==> src/rtl/riscv_pkg.sv <==
// Shared definitions for the pipelined RISC-V core: funct3 access encodings,
// writeback error codes and the MEM-stage FSM states.
package riscv_pkg;

  localparam logic [2:0] F3_LB  = 3'b000;
  localparam logic [2:0] F3_LH  = 3'b001;
  localparam logic [2:0] F3_LW  = 3'b010;
  localparam logic [2:0] F3_LBU = 3'b100;
  localparam logic [2:0] F3_LHU = 3'b101;
  localparam logic [2:0] F3_SB  = 3'b000;
  localparam logic [2:0] F3_SH  = 3'b001;
  localparam logic [2:0] F3_SW  = 3'b010;

  // funct3[1:0] carries the access size for both loads and stores
  localparam logic [1:0] SIZE_BYTE = 2'b00;
  localparam logic [1:0] SIZE_HALF = 2'b01;
  localparam logic [1:0] SIZE_WORD = 2'b10;

  typedef enum logic [1:0] {
    ERR_OK         = 2'b00,
    ERR_MISALIGNED = 2'b01,
    ERR_TIMEOUT    = 2'b10
  } wb_err_e;

  typedef enum logic {
    ST_IDLE = 1'b0,
    ST_BUSY = 1'b1
  } mem_state_e;

endpackage

==> src/rtl/lsu_align.sv <==
// Combinational load/store alignment: store lane replication and byte enables,
// load shift plus sign/zero extension, and the natural-alignment check.
module lsu_align
  import riscv_pkg::*;
(
  input  logic [1:0]  offset,
  input  logic [2:0]  funct3,
  input  logic        is_store,
  input  logic [31:0] store_data,
  input  logic [31:0] rdata,
  output logic [31:0] wdata,
  output logic [3:0]  be,
  output logic        misaligned,
  output logic [31:0] load_data
);

  logic [31:0] shifted;

  always_comb begin
    // NOTE: every output of this block is given a default first so no latch is inferred.
    wdata      = store_data;
    be         = 4'b1111;
    misaligned = 1'b0;
    unique case (funct3[1:0])
      SIZE_BYTE: begin
        wdata = {4{store_data[7:0]}};
        if (is_store) be = 4'b0001 << offset;
      end
      SIZE_HALF: begin
        wdata      = {2{store_data[15:0]}};
        misaligned = offset[0];
        if (is_store) be = 4'b0011 << {offset[1], 1'b0};
      end
      SIZE_WORD: misaligned = (offset != 2'b00);
      default: ;
    endcase
  end

  assign shifted = rdata >> {offset, 3'b000};

  always_comb begin
    load_data = shifted;
    case (funct3)
      F3_LB:   load_data = {{24{shifted[7]}}, shifted[7:0]};
      F3_LH:   load_data = {{16{shifted[15]}}, shifted[15:0]};
      F3_LBU:  load_data = {24'h0, shifted[7:0]};
      F3_LHU:  load_data = {16'h0, shifted[15:0]};
      default: load_data = shifted;
    endcase
  end

endmodule

==> src/rtl/mem_access_stage.sv <==
// MEM pipeline stage: drives the req/ack data bus, stalls upstream while an
// access is outstanding, and registers the bundle consumed by MEM/WB.
module mem_access_stage
  import riscv_pkg::*;
#(
  parameter int DATA_W         = 32,
  parameter int TIMEOUT_CYCLES = 16,
  parameter int CNT_W          = 5
) (
  input  logic              clk,
  input  logic              reset,
  input  logic              ex_valid,
  input  logic              ex_mem_read,
  input  logic              ex_mem_write,
  input  logic              ex_mem_to_reg,
  input  logic [4:0]        ex_rd,
  input  logic [DATA_W-1:0] ex_alu_result,
  input  logic [DATA_W-1:0] ex_store_data,
  input  logic [2:0]        ex_funct3,
  output logic              stall,
  output logic              mem_req,
  output logic              mem_we,
  output logic [DATA_W-1:0] mem_addr,
  output logic [DATA_W-1:0] mem_wdata,
  output logic [3:0]        mem_be,
  input  logic              mem_ack,
  input  logic [DATA_W-1:0] mem_rdata,
  output logic              wb_valid,
  output logic              wb_mem_read,
  output logic              wb_mem_write,
  output logic              wb_mem_to_reg,
  output logic [4:0]        wb_rd,
  output logic [DATA_W-1:0] wb_read_data,
  output logic [DATA_W-1:0] wb_alu_result,
  output logic [1:0]        wb_err
);

  mem_state_e        state, state_next;
  logic [CNT_W-1:0]  cnt;
  logic              mem_op, is_store, misaligned;
  logic              start, done_ok, done_to, stall_c;
  logic [DATA_W-1:0] lane_wdata, load_data;
  logic [3:0]        lane_be;

  assign mem_op   = ex_valid & (ex_mem_read | ex_mem_write);
  assign is_store = ex_mem_write;  // read+write together behaves as a store

  lsu_align u_align (
    .offset     (ex_alu_result[1:0]),
    .funct3     (ex_funct3),
    .is_store   (is_store),
    .store_data (ex_store_data),
    .rdata      (mem_rdata),
    .wdata      (lane_wdata),
    .be         (lane_be),
    .misaligned (misaligned),
    .load_data  (load_data)
  );

  always_comb begin
    state_next = state;
    stall_c    = 1'b0;
    start      = 1'b0;
    done_ok    = 1'b0;
    done_to    = 1'b0;
    case (state)
      ST_IDLE: begin
        if (mem_op && !misaligned) begin
          start      = 1'b1;
          stall_c    = 1'b1;
          state_next = ST_BUSY;
        end
      end
      ST_BUSY: begin
        // The abort cycle releases stall like an ack, so the faulting
        // instruction retires instead of being reissued.
        if (mem_ack) begin
          done_ok    = 1'b1;
          state_next = ST_IDLE;
        end else if (cnt == CNT_W'(TIMEOUT_CYCLES - 1)) begin
          done_to    = 1'b1;
          state_next = ST_IDLE;
        end else begin
          stall_c = 1'b1;
        end
      end
      default: state_next = ST_IDLE;
    endcase
  end

  assign stall = stall_c & reset;

  always_ff @(posedge clk) begin
    // NOTE: sequential state uses non-blocking assignments so every register samples pre-edge values.
    if (!reset) state <= ST_IDLE;
    else        state <= state_next;
  end

  always_ff @(posedge clk) begin
    if (!reset) begin
      cnt           <= '0;
      mem_req       <= 1'b0;
      mem_we        <= 1'b0;
      mem_addr      <= '0;
      mem_wdata     <= '0;
      mem_be        <= '0;
      wb_valid      <= 1'b0;
      wb_mem_read   <= 1'b0;
      wb_mem_write  <= 1'b0;
      wb_mem_to_reg <= 1'b0;
      wb_rd         <= '0;
      wb_read_data  <= '0;
      wb_alu_result <= '0;
      wb_err        <= ERR_OK;
    end else if (state == ST_IDLE) begin
      if (start) begin
        mem_req   <= 1'b1;
        mem_we    <= is_store;
        mem_addr  <= {ex_alu_result[DATA_W-1:2], 2'b00};
        mem_wdata <= lane_wdata;
        mem_be    <= lane_be;
        cnt       <= '0;
        wb_valid  <= 1'b0;
      end else if (ex_valid) begin
        wb_valid      <= 1'b1;
        wb_mem_read   <= ex_mem_read;
        wb_rd         <= ex_rd;
        wb_alu_result <= ex_alu_result;
        wb_read_data  <= '0;
        if (mem_op) begin
          wb_mem_write  <= 1'b0;
          wb_mem_to_reg <= 1'b0;
          wb_err        <= ERR_MISALIGNED;
        end else begin
          wb_mem_write  <= ex_mem_write;
          wb_mem_to_reg <= ex_mem_to_reg;
          wb_err        <= ERR_OK;
        end
      end else begin
        wb_valid <= 1'b0;
      end
    end else begin
      if (done_ok || done_to) begin
        mem_req       <= 1'b0;
        wb_valid      <= 1'b1;
        wb_mem_read   <= ex_mem_read;
        wb_rd         <= ex_rd;
        wb_alu_result <= ex_alu_result;
        if (done_ok) begin
          wb_mem_write  <= ex_mem_write;
          wb_mem_to_reg <= ex_mem_to_reg;
          wb_read_data  <= is_store ? '0 : load_data;
          wb_err        <= ERR_OK;
        end else begin
          wb_mem_write  <= 1'b0;
          wb_mem_to_reg <= 1'b0;
          wb_read_data  <= '0;
          wb_err        <= ERR_TIMEOUT;
        end
      end else begin
        cnt      <= cnt + 1'b1;
        wb_valid <= 1'b0;
      end
    end
  end

endmodule

==> config.mk <==
export PLATFORM = sky130hd
export DESIGN_NAME = mem_access_stage
export DESIGN_NICKNAME = d
export VERILOG_FILES = /design/src/rtl/riscv_pkg.sv /design/src/rtl/lsu_align.sv /design/src/rtl/mem_access_stage.sv
export SDC_FILE = /design/constraint.sdc
export NUM_CORES = 1
export LEC_CHECK = 0
export ABC_AREA = 1
export BUFFER_PORTS_ARGS = -buffer_cell sky130_fd_sc_hd__buf_2
export CORE_UTILIZATION = 54
export CTS_BUF_LIST = sky130_fd_sc_hd__clkbuf_8
export DETAILED_ROUTE_END_ITERATION = 8
export HOLD_SLACK_MARGIN = 0.05
export PLACE_DENSITY = 0.91
export SETUP_SLACK_MARGIN = 0.4
export SYNTH_ARGS = -nofsm -noshare
export SYNTH_HDL_FRONTEND = slang
export SYNTH_SLANG_ARGS = --single-unit
==> constraint.sdc <==
create_clock -name clk -period 4 [get_ports clk]
set_input_delay 1.2 -clock clk [delete_from_list [all_inputs] [get_ports clk]]
set_output_delay 1.2 -clock clk [all_outputs]
set_load 0.05 [all_outputs]
Yosys cells after proc, flatten, opt, wreduce, memory -nomap -nowiden:

Index checks and enable logic that the tools add are counted.

* reductions and logical operators: 12
* shifts and indexed selects: 3
* equality and inequality tests: 9
* bitwise logic cells: 4
* add/sub/neg operators: 1
* mux-type cells: 62

Operator list (count)
* two-way mux 32 bit: 10
* case mux 32 bit (4 select lines): 1
* case mux 32 bit (2 select lines): 1
* two-way mux 5 bit: 7
* two-way mux 1 bit: 33
* right shift 32 x 5 -> 32 bit: 1
* two-way mux 2 bit: 5
* two-way mux 4 bit: 2
* case mux 4 bit (2 select lines): 1
* == test 3 bit (second input constant): 2
* AND reduction 2 bit: 3
* nonzero test 2 bit: 3
* adder 5 x 1 -> 5 bit (second input constant): 1
* == test 5 x 4 -> 1 bit (second input constant): 1
* != test 2 bit (second input constant): 2
* case mux 1 bit (2 select lines): 2
* << shifter 1 x 2 -> 4 bit (first input constant): 1
* << shifter 2 x 2 -> 4 bit (first input constant): 1
* == test 3 x 1 -> 1 bit (second input constant): 1
* logical NOT 3 bit: 1
* AND reduction 3 bit: 1
* bitwise AND 1 bit: 2
* == test 2 x 1 -> 1 bit (second input constant): 1
* == test 2 bit (second input constant): 1
* 7 further kinds: 7

* word-level logic and storage cells: 106
* output and inout bits: 146
* input port bits: 111
* register bits: 149

Depth between registers and ports, before layout:

* depth after elaboration: 8
* gate-level depth with buffers: 12
* gate-level depth less buffers: 10

Cells and area by module:

Synthesis repeated with hierarchy kept, for this count alone.

* cells, all modules: 1033
* area total of the unflattened synthesis: 7021.7 µm²

By module, submodules not included
* mem_access_stage: instances 1, area each 5818.1 µm², cells an instance 776, sequential area each 2982.9 µm²
* lsu_align: instances 1, area each 1203.7 µm², cells an instance 257, sequential area each 0.0 µm²

Least setup slack after synthesis:

No wires, ideal clock.

* kind: input to output
* start: in ex_funct3[1]
* end: out stall
* path buffers: 0
* slack: 0.222 ns
* arrival: 2.578 ns
* required time: 2.800 ns
* stages: 9
* cell sequence: inv_1 > ha_1 > nand2_1 > nand2_1 > nand3_1 > nand2_2 > nand2_2 > inv_1 > nor2_1

* word-level cells in the longest chain between the ends: 7
* elaborated cells between the ends (all ways): 8
* those cells by class: eq/ne (2); mux (3); bitwise (1); reduce/logical (2)

RTL lines
* start: declaration: line mem_access_stage.sv:19 `input logic [2:0] ex_funct3,`
* == test 2 bit / == test 2 x 1 -> 1 bit (equally long branches): line lsu_align.sv:24 `unique case (funct3[1:0])`
* case mux 1 bit (2 select lines) (*): line lsu_align.sv:24
* logical NOT 1 bit (*): line mem_access_stage.sv:68 `if (mem_op && !misaligned) begin`
* logical AND 1 bit (*): line mem_access_stage.sv:68
* two-way mux 1 bit (*): line mem_access_stage.sv:68
* case mux 1 bit (2 select lines) (*): line mem_access_stage.sv:66 `case (state)`
* bitwise AND 1 bit (*): line mem_access_stage.sv:91 `assign stall = stall_c & reset;`
* end: declaration: line mem_access_stage.sv:20 `output logic stall,`

Every way passes the cells marked *; elsewhere a longest branch is shown, timed or not.

Final worst setup path:

* start: in ex_funct3[0]
* end: out stall

Same word-level chain as after synthesis.

==> impl_metrics.json <==
{
  "h-tree-depth": 4,
  "yosys.cell_count.top_type": "sky130_fd_sc_hd__nor2_1",
  "timing.final.crit_share_pct": 86.7,
  "dominant_combinational_cell_family_by_area_after_synthesis": "simple AND/OR/NAND/NOR gates",
  "grt_pass1_vias": 5686,
  "fillCellCount": 976,
  "timing.final.hold_violations": 0,
  "cts.clk_slew.worst_paths_ns": 0.07,
  "die_height_um": 110,
  "crit_slowest_cell": "sky130_fd_sc_hd__ha_1",
  "drt_wl_total_um": 17400,
  "detail_route.first_pass.iterations": 5,
  "initial_drt_markers": 662,
  "core_region_area_um2": 11400,
  "hold-path-cell-count": 2,
  "tritoncts_num_sinks": 149,
  "cells_on_worst_reg2reg_path": 7,
  "syn_inst": 880,
  "post_synth_and_or_nand_nor_area_fraction_pct": 23.3,
  "setup_violations": 0,
  "ir_drop_mv": 0.308,
  "critical_path.reg2reg.endpoint": "mem_wdata[30]$_SDFFE_PN0P_",
  "detailroute.via_count": 6653,
  "root_buffer": "sky130_fd_sc_hd__clkbuf_8",
  "antenna_found_initial": 0,
  "achievable-frequency_ghz": 0.288,
  "overflow": 0,
  "tightestPinTransition_ns": 0.861,
  "seq_power_share_pct": 42.7,
  "dpl-instance-area_um2": 7530,
  "synth_compound_area_share_pct": 20.7,
  "r2r-start": "state$_SDFF_PN0_",
  "synthFlopType": "sky130_fd_sc_hd__dfxtp_1",
  "vias_per_cell": 5.26,
  "syn_area_um2": 6290,
  "grt_pass1_wl_um": 26600,
  "yosysWarningCount": 0,
  "signal_arrival_time_at_the_worst_endpoint_ns": 2.27,
  "worstHoldEndpoint": "wb_read_data[18]$_SDFFE_PN0P_",
  "switching_power_mw": 1.43,
  "unique_cell_type_count_in_the_yosys_netlist": 31,
  "final_cell_area_um2": 7970,
  "type_of_element_capturing_the_critical_path": "output port",
  "stage_delay_of_the_slowest_cell_on_the_critical_path_ns": 0.30,
  "initial_utilization_pct": 55.3,
  "grt_setup_unrepaired": "false",
  "yosys.area_share.xor_xnor_pct": 0,
  "post-route-drc-count": 0,
  "setup.worst_path.class": "in2out",
  "max-clock-path-buffers": 2,
  "area.growth.synth_to_final_pct": 26.8,
  "share_comb_of_total_power_pct": 27.2,
  "p_sw_share_pct": 36.6,
  "slew_headroom_pct": 42.6,
  "p_leak_nw": 3.89,
  "critPathMaxFanout": 5,
  "netlist_top_cells_area": "sky130_fd_sc_hd__dfxtp_1, sky130_fd_sc_hd__nor2_1, sky130_fd_sc_hd__o21ai_0",
  "synth_area_leader_cell": "sky130_fd_sc_hd__dfxtp_1",
  "clkLatencyLatePin_ns": 0.45,
  "yosys.area_share.adder_pct": 0.995,
  "num_io_pins": 257,
  "wl_cell_um": 13.7,
  "kind_of_launch_point_of_the_worst_setup_path": "input pin",
  "nNetsFinal": 1225,
  "tritoncts": "yes",
  "hpwl_um": 12300,
  "worstHoldPathType": "reg2reg",
  "synthDominantCellAreaShare_pct": 47.4,
  "max_cap_violations": 0,
  "clock-skew-final_ns": 0.0141,
  "final_count_of_pins_violating_max_slew": 0,
  "postSynthRegisterBits": 149,
  "worst-r2r-setup-slack_ns": 1.87,
  "required_time_reported_for_the_critical_path_endpoint_ns": 2.80,
  "post_synth_mux_area_share_pct": 0,
  "run_status": "completed",
  "die_area_um2": 12100,
  "maximum_number_of_pins_on_one_net_before_global_route_repair": 108,
  "crit_chain": "buf_2 -> inv_1 -> ha_1 -> nand3_2 -> nand2_2 -> nand2_4 -> inv_1 -> nor2_2 -> buf_6",
  "largestRegisters": "mem_wdata: 32 flops, wb_alu_result: 32 flops, wb_read_data: 32 flops",
  "critical_path_buffers_and_inverters": 4,
  "share_clk_of_total_power_pct": 30.2,
  "synthTopCellsByCount": "sky130_fd_sc_hd__nor2_1, sky130_fd_sc_hd__nand2_1, sky130_fd_sc_hd__dfxtp_1",
  "die_width_um": 110,
  "synth-seq-area-share_pct": 47.4,
  "synth_async_reset_ratio_pct": 0,
  "path_delay_family": "buffers and inverters",
  "grt_use_total_pct": 28.6,
  "synth-edff-count": 0,
  "setup_tns_ns": 0,
  "row_count": 39,
  "critPathMostFrequentCell": "sky130_fd_sc_hd__inv_1",
  "power.density_cell_area_nw_per_um2": 491,
  "power_report.internal_total_mw": 2.48,
  "hp-start": "wb_read_data[18]$_SDFFE_PN0P_",
  "synthesis.area_per_instance_um2": 7.15,
  "diodes": 0,
  "fraction_of_layout_instances_using_a_drive_strength_above_1_pct": 28.1,
  "antenna_violating_nets_post_route": 0,
  "cts_buffers": 17,
  "gp_congestion": 0.907,
  "min_period_ns": 3.47,
  "io_buffer_count": 254
}
-- worst max-delay path by stage --
stage / startpoint / endpoint / cells past startpoint
after floorplan: ex_funct3[1] / stall / 9
after global placement: ex_funct3[0] / stall / 9
after detailed placement: ex_funct3[0] / stall / 9
after CTS: ex_funct3[0] / stall / 9
after global routing: ex_funct3[0] / stall / 9
final: ex_funct3[0] / stall / 9
-- logic make-up after synthesis --
logic type,count (synthesis)
AOI/OAI and AO/OA,256
adders and majority gates,5
buffers and inverters,98
DFF,149
other,1
and+or+nand+nor,371
-- worst min-delay path, cell delays in order (launching register included) --
cell	delay, ns
sky130_fd_sc_hd__dfxtp_1	0.31
sky130_fd_sc_hd__nand2_1	0.06
sky130_fd_sc_hd__a21oi_1	0.06
-- cell usage in the layout (no fill, tap or decap), types with 17 or more instances in the layout --
master                     instances
sky130_fd_sc_hd__buf_2           253
sky130_fd_sc_hd__nor2_1          186
sky130_fd_sc_hd__nand2_1         151
sky130_fd_sc_hd__dfxtp_1         149
sky130_fd_sc_hd__o21ai_0         126
sky130_fd_sc_hd__a21oi_1          98
sky130_fd_sc_hd__inv_1            34
sky130_fd_sc_hd__o21ai_1          23
sky130_fd_sc_hd__clkbuf_8         17
sky130_fd_sc_hd__buf_4            17
-- power groups by stage --
stage          Sequential [mW]  Combinational, mW  Clock [mW]
3_3_place_gp              1.70               1.03           0
3_5_place_dp              1.70               1.05           0
2_1_floorplan             2.12              0.371           0
6_report                  1.67               1.06        1.18
5_1_grt                   1.69               1.15        1.27
4_1_cts                   1.67               1.05        1.20
-- repair_timing --
item / CTS / global route
buffers inserted: 0 / 4
pin swaps: 0 / 1
endpoints found under the hold margin: 0 / 0
setup endpoints to repair: 1 / 1
gates resized for setup: 2 / 4
hold buffers: 0 / 0
-- area by class of cell --
class / count / area, um^2 / area share, %
timing repair buffer: 272 / 1430 / 17.9
multi-input combinational: 634 / 2860 / 35.8
tap: 143 / 179 / 2.24
clock inverter: 14 / 164 / 2.06
clock buffer: 17 / 234 / 2.93
sequential: 149 / 2980 / 37.4
inverter: 35 / 131 / 1.65
-- metrics by stage --
step                instances  util, %  hold WS [ns]  worst slack (ns)  total power, mW
floorplan                 881        -         0.451             0.443             2.50
global placement         1229     66.2         0.446             0.345             2.73
detailed placement       1229     66.2         0.454             0.310             2.75
CTS                      1260     69.8         0.465             0.410             3.93
global route             1264     70.1         0.485             0.442             4.11
finish                   1264     70.1         0.464             0.530             3.91
-- metal layers --
layer	global-route usage, %	wire length, um	vias up
li1	-	-	3322
met1	34.6	7190	3003
met2	47.9	8230	290
met3	8.24	1530	38
met4	10.4	400	0
met5	0	0	-
Power figures use the tool's default switching activity.
